--- src/rtl/msi_line_ctrl.sv ---
`default_nettype none
// ============================================================================
// Module   : msi_line_ctrl
// Purpose  : Per-line MSI state table with CPU hit/miss classification, bus
//            request/grant handshake and snoop application. The hit/miss
//            statistics counters exist only when MSI_LINE_CTRL_STATS_EN is
//            defined; otherwise hit_count and miss_count are tied to zero.
// Revision : 1.0 - initial release
// ============================================================================
module msi_line_ctrl #(
    parameter int NUM_LINES = 4,
    parameter int IDX_W     = $clog2(NUM_LINES)
) (
    input  logic             clk,
    input  logic             rst_n,
    input  logic             cpu_valid,
    output logic             cpu_ready,
    input  logic             cpu_write,
    input  logic [IDX_W-1:0] cpu_index,
    output logic             cpu_done,
    output logic             cpu_hit,
    output logic             bus_req,
    output logic [1:0]       bus_cmd,
    output logic [IDX_W-1:0] bus_index,
    input  logic             bus_gnt,
    input  logic             snoop_valid,
    input  logic [1:0]       snoop_cmd,
    input  logic [IDX_W-1:0] snoop_index,
    output logic             wb_valid,
    output logic [IDX_W-1:0] wb_index,
    output logic [15:0]      hit_count,
    output logic [15:0]      miss_count
);

    localparam logic [0:0] c_idle        = 1'b0;
    localparam logic [0:0] c_bus         = 1'b1;
    localparam logic [1:0] c_invalid     = 2'b00;
    localparam logic [1:0] c_modified    = 2'b01;
    localparam logic [1:0] c_shared      = 2'b10;
    localparam logic [1:0] c_cmd_inval   = 2'b00;
    localparam logic [1:0] c_cmd_wr_miss = 2'b01;
    localparam logic [1:0] c_cmd_rd_miss = 2'b10;

    logic [1:0]       r_lines [NUM_LINES];
    logic [0:0]       r_state;
    logic [1:0]       r_cmd;
    logic [IDX_W-1:0] r_index;
    logic             r_write;

    logic             w_snoop_apply;
    logic [1:0]       w_snoop_old;
    logic [1:0]       w_snoop_new;
    logic [1:0]       w_cpu_line;
    logic             w_accept;
    logic             w_hit;
    logic [1:0]       w_miss_cmd;
    logic             w_grant;

    assign w_snoop_apply = snoop_valid && (snoop_cmd != 2'b11);
    assign w_snoop_old   = r_lines[snoop_index];
    assign w_snoop_new   = (snoop_cmd == c_cmd_rd_miss)
                         ? ((w_snoop_old == c_modified) ? c_shared : w_snoop_old)
                         : c_invalid;

    // Classification must see the line as a same-cycle snoop leaves it.
    assign w_cpu_line = (w_snoop_apply && (snoop_index == cpu_index))
                      ? w_snoop_new : r_lines[cpu_index];

    assign w_accept   = cpu_valid && cpu_ready;
    assign w_hit      = cpu_write ? (w_cpu_line == c_modified)
                                  : ((w_cpu_line == c_modified) || (w_cpu_line == c_shared));
    assign w_miss_cmd = cpu_write ? ((w_cpu_line == c_shared) ? c_cmd_inval : c_cmd_wr_miss)
                                  : c_cmd_rd_miss;
    assign w_grant    = (r_state == c_bus) && bus_gnt;

    assign cpu_ready = (r_state == c_idle);
    assign bus_req   = (r_state == c_bus);
    assign bus_cmd   = r_cmd;
    assign bus_index = r_index;

    // Snoop is applied first; a same-cycle commit to the same line overrides it.
    always_ff @(posedge clk or negedge rst_n) begin
        if (!rst_n) begin
            for (int i = 0; i < NUM_LINES; i++) r_lines[i] <= c_invalid;
        end else begin
            for (int i = 0; i < NUM_LINES; i++) begin
                if (w_snoop_apply && (snoop_index == IDX_W'(i)))
                    r_lines[i] <= w_snoop_new;
                if (w_grant && (r_index == IDX_W'(i)))
                    r_lines[i] <= r_write ? c_modified : c_shared;
            end
        end
    end

    always_ff @(posedge clk or negedge rst_n) begin
        if (!rst_n) begin
            r_state  <= c_idle;
            r_cmd    <= c_cmd_inval;
            r_index  <= '0;
            r_write  <= 1'b0;
            cpu_done <= 1'b0;
            cpu_hit  <= 1'b0;
        end else begin
            cpu_done <= 1'b0;
            cpu_hit  <= 1'b0;
            if (r_state == c_idle) begin
                if (w_accept) begin
                    if (w_hit) begin
                        cpu_done <= 1'b1;
                        cpu_hit  <= 1'b1;
                    end else begin
                        r_state <= c_bus;
                        r_cmd   <= w_miss_cmd;
                        r_index <= cpu_index;
                        r_write <= cpu_write;
                    end
                end
            end else if (w_grant) begin
                r_state  <= c_idle;
                cpu_done <= 1'b1;
            end else if ((r_cmd == c_cmd_inval) && w_snoop_apply &&
                         (snoop_cmd != c_cmd_rd_miss) && (snoop_index == r_index)) begin
                // Our shared copy was stolen before grant: upgrade becomes a full write miss.
                r_cmd <= c_cmd_wr_miss;
            end
        end
    end

    always_ff @(posedge clk or negedge rst_n) begin
        if (!rst_n) begin
            wb_valid <= 1'b0;
            wb_index <= '0;
        end else begin
            wb_valid <= w_snoop_apply && (w_snoop_old == c_modified);
            if (w_snoop_apply && (w_snoop_old == c_modified))
                wb_index <= snoop_index;
        end
    end

`ifdef MSI_LINE_CTRL_STATS_EN
    logic [15:0] r_hit_count;
    logic [15:0] r_miss_count;

    always_ff @(posedge clk or negedge rst_n) begin
        if (!rst_n) begin
            r_hit_count  <= '0;
            r_miss_count <= '0;
        end else begin
            if ((r_state == c_idle) && w_accept && w_hit && (r_hit_count != 16'hFFFF))
                r_hit_count <= r_hit_count + 16'd1;
            if (w_grant && (r_miss_count != 16'hFFFF))
                r_miss_count <= r_miss_count + 16'd1;
        end
    end

    assign hit_count  = r_hit_count;
    assign miss_count = r_miss_count;
`else
    assign hit_count  = 16'd0;
    assign miss_count = 16'd0;
`endif

endmodule
`default_nettype wire

--- config.mk ---
export PLATFORM = sky130hd
export DESIGN_NAME = msi_line_ctrl
export DESIGN_NICKNAME = d
export VERILOG_FILES = /design/src/rtl/msi_line_ctrl.sv
export SDC_FILE = /design/constraint.sdc
export NUM_CORES = 1
export LEC_CHECK = 0
export CAP_MARGIN = 20
export CORE_UTILIZATION = 44
export CTS_BUF_LIST = sky130_fd_sc_hd__clkbuf_8 sky130_fd_sc_hd__clkbuf_16
export DETAILED_ROUTE_END_ITERATION = 16
export HOLD_SLACK_MARGIN = 0.08
export PLACE_DENSITY = 0.79
export SLEW_MARGIN = 5
export SYNTH_ARGS = -nofsm -noshare
export SYNTH_HDL_FRONTEND = slang
export SYNTH_SLANG_ARGS = --single-unit
--- constraint.sdc ---
create_clock -name clk -period 2.8 [get_ports clk]
set_input_delay 0.42 -clock clk [delete_from_list [all_inputs] [get_ports clk]]
set_output_delay 0.42 -clock clk [all_outputs]
set_load 0.02 [all_outputs]
==> results_dict.tcl <==
set metrics [dict create \
    critPathArrivalTime_ps 2840 \
    synth_flop_cell "dfrtp_1" \
    power_density_nw_per_um2 885.1 \
    finalSetupViolations 0 \
    yosysWarnings 0 \
    synth_edf_count 0 \
    place_hpwl_microns 2425 \
    p_leak_nw 0.7928 \
    die-area_sq_um 3506 \
    ys_seq_area_share_pct 33.01 \
    stdcell_area_sq_um 1714 \
    synth_area_per_cell_sq_um 9.475 \
    rrSetupSlack_ps 180 \
    dpl-instance-area_sq_um 1655 \
    setup-tns-final_ps 0 \
    r2r-end "bus_index[0]" \
    hp-class "register to register" \
    grt_start_max_net_pins 20 \
    drtPass1Iterations 4 \
    startpoint_type "input pin" \
    rr_startpoint "r_lines[5]" \
    die_x_microns 59.21 \
    vias_per_cell 4.983 \
    drc_errors 0 \
    cts_buffers 3 \
    worstPathMaxFanout 4 \
    synth_top_area_share_pct 33.01 \
    wl_microns 3148 \
    finalCritPeriodShare_pct 95.82 \
    grt.total_usage_pct 18.88 \
    synth_top_area_cell "dfrtp_1" \
    final_common_cell "conb_1" \
    ir_worst_vdd_uv 246.2 \
    critical_path.endpoint_type "register" \
    synthDistinctLibCells 38 \
    clk_path_buf_depth 2 \
    clkSlewWorstSetupHoldPaths_ps 80 \
    hold_ws_ps 489.5 \
    place_congestion 0.8663 \
    worst-r2r-cell-count 8 \
    grt_pass1_wl_microns 4774 \
    cts_sinks 19 \
    die_h_microns 59.21 \
    skew_ps 1.637 \
    max_cap_violations 0 \
    core-area_sq_um 3078 \
    path_class "input pin to register" \
    synthArstFlopShare_pct 100.0 \
    pre_cts_ws_ps -510.2 \
    finalCoreUtilization_pct 55.69 \
    grt_pass1_vias 1010 \
    layout_common_cells "32 x conb_1, 19 x dfrtp_1, 19 x clkdlybuf4s50_1" \
    syn_inst 152 \
    drive_gt1_share_pct 15.68 \
    overflow 0 \
    nets 200 \
    synth_area_leaders "dfrtp_1 33%, buf_4 17%, mux4_2 6.3%" \
    antennaDiodeCount 0 \
    synth_area_sq_um 1440 \
    synth_seq_cells 19 \
    grt_setup_unrepaired "false" \
    clockRootBuffer "clkbuf_8" \
    max_slew_margin_pct 41.07 \
    min_to "wb_index[0]" \
    outcome "completed" \
    hold_viol 0 \
    final-max-slew-violation-count 0 \
    clk_latency_ps 260 \
    cts_tree "yes" \
    portBuffers 22 \
    vias 1141 \
    rows 20 \
    antenna_found_initial 0 \
    crit_required_ps 2950 \
    first_iter_violations 39 \
    htreeDepth 1 \
    hold_depth 1 \
    area_growth_pct 19.03 \
    min_from "wb_index[0]" \
    fin_ws_ps 117.0 \
    finalCriticalPeriod_ps 2683 \
    fmax_ghz 0.3727 \
    ant_nets 0 \
    worstMarginPinSlew_ps 881.2 \
    io_pins 55 \
    start_util_pct 46.79 \
    wl_per_cell_microns 13.75 \
]
per-layer routing:
| layer | vias to the layer above | share of wire (%) | global-route usage, % |
|---|---|---|---|
| met5 | - | 0 | 0 |
| met4 | 0 | 1.7 | 10.88 |
| met3 | 6 | 3.9 | 3.275 |
| met2 | 36 | 55 | 31.62 |
| met1 | 565 | 39 | 22.68 |
| li1 | 534 | - | - |
per-stage QoR:
step | std cells | power [mW]
after floorplan | 183 | 0.9996
after global placement | 225 | 1.267
after detailed placement | 225 | 1.301
after CTS | 229 | 1.517
after global routing | 229 | 1.621
final | 229 | 1.517
layout make-up:
| class | instances | area (sq um) |
|---|---|---|
| well taps | 44 | 55.05 |
| repair buffers | 34 | 315.3 |
| inverters | 7 | 26.28 |
| fillers | 267 | 1364 |
| flip-flops and latches | 19 | 475.5 |
| multi-input cells | 121 | 795.8 |
| clock inverters | 1 | 5.005 |
| clock buffers | 3 | 41.29 |
Yosys cell counts (2+ instances only):
cell type  instances
nand2_1            8
o21ai_0           10
a211oi_1           2
or3b_1             3
buf_4             32
nand2b_1           5
nor3_1             2
a21oi_1            6
inv_1              6
nor2b_1            2
nor2_1             6
mux4_2             4
o41ai_1            2
a21boi_1           4
dfrtp_1           19
buf_2              3
a31oi_1            3
mux2_2             4
nand3_1            4
xnor2_1            4
ha_1               2
mux2i_1            5
critical path, stage by stage:
cell	delay, ps
clkdlybuf4s15_1	290
mux4_2	550
and3_1	190
mux2_2	290
ha_1	310
inv_1	50
mux2i_1	180
nor2b_4	210
mux2_2	340
cell families (layout without fill, tap and decap cells):
kind of cell / count (synthesis) / after routing / share of synthesized area [%]
AO/OA/AOI/OAI: 30 / 30 / 13.03
XOR/XNOR: 4 / 4 / 2.432
adder cells (fa/ha/maj): 2 / 2 / 1.737
buffers and inverters: 43 / 45 / 20.33
flip-flops: 19 / 19 / 33.02
multiplexers: 14 / 14 / 13.64
other: 1 / 32 / 0.2604
AND/OR/NAND/NOR: 39 / 39 / 15.55
flip-flops by register name, indices dropped and copies added (netlist names):
signal	flops
r_lines	8
bus_index	2
wb_index	2
cpu_done	1
r_write	1
wb_valid	1
bus_cmd	2
bus_req	1
cpu_hit	1
repair_timing:
item,4_1_cts,5_1_grt
gates resized for setup,4,3
hold buffers,0,0
pin swaps,0,0
setup buffers,0,0
endpoints found under the setup margin,4,3
how the worst max path moves through the flow:
| stage | slack (ps) | startpoint | end | depth (start not counted) |
|---|---|---|---|---|
| final | 120 | snoop_index[0] | bus_index[0] | 9 |
| after global routing | 20 | snoop_index[0] | bus_index[0] | 9 |
| after CTS | 30 | snoop_index[1] | bus_index[0] | 10 |
| after detailed placement | -510 | snoop_index[0] | bus_index[0] | 9 |
| after global placement | -390 | snoop_index[0] | bus_index[0] | 9 |
| after floorplan | 90 | snoop_index[0] | bus_index[0] | 9 |
where the power goes:
group	internal (mW)	leakage, nW	total [mW]	switching, mW
Clock	0.0994	0.0255	0.202	0.103
Sequential	0.392	0.235	0.533	0.141
Combinational	0.406	0.533	0.782	0.376
Power figures use the tool's default switching activity.
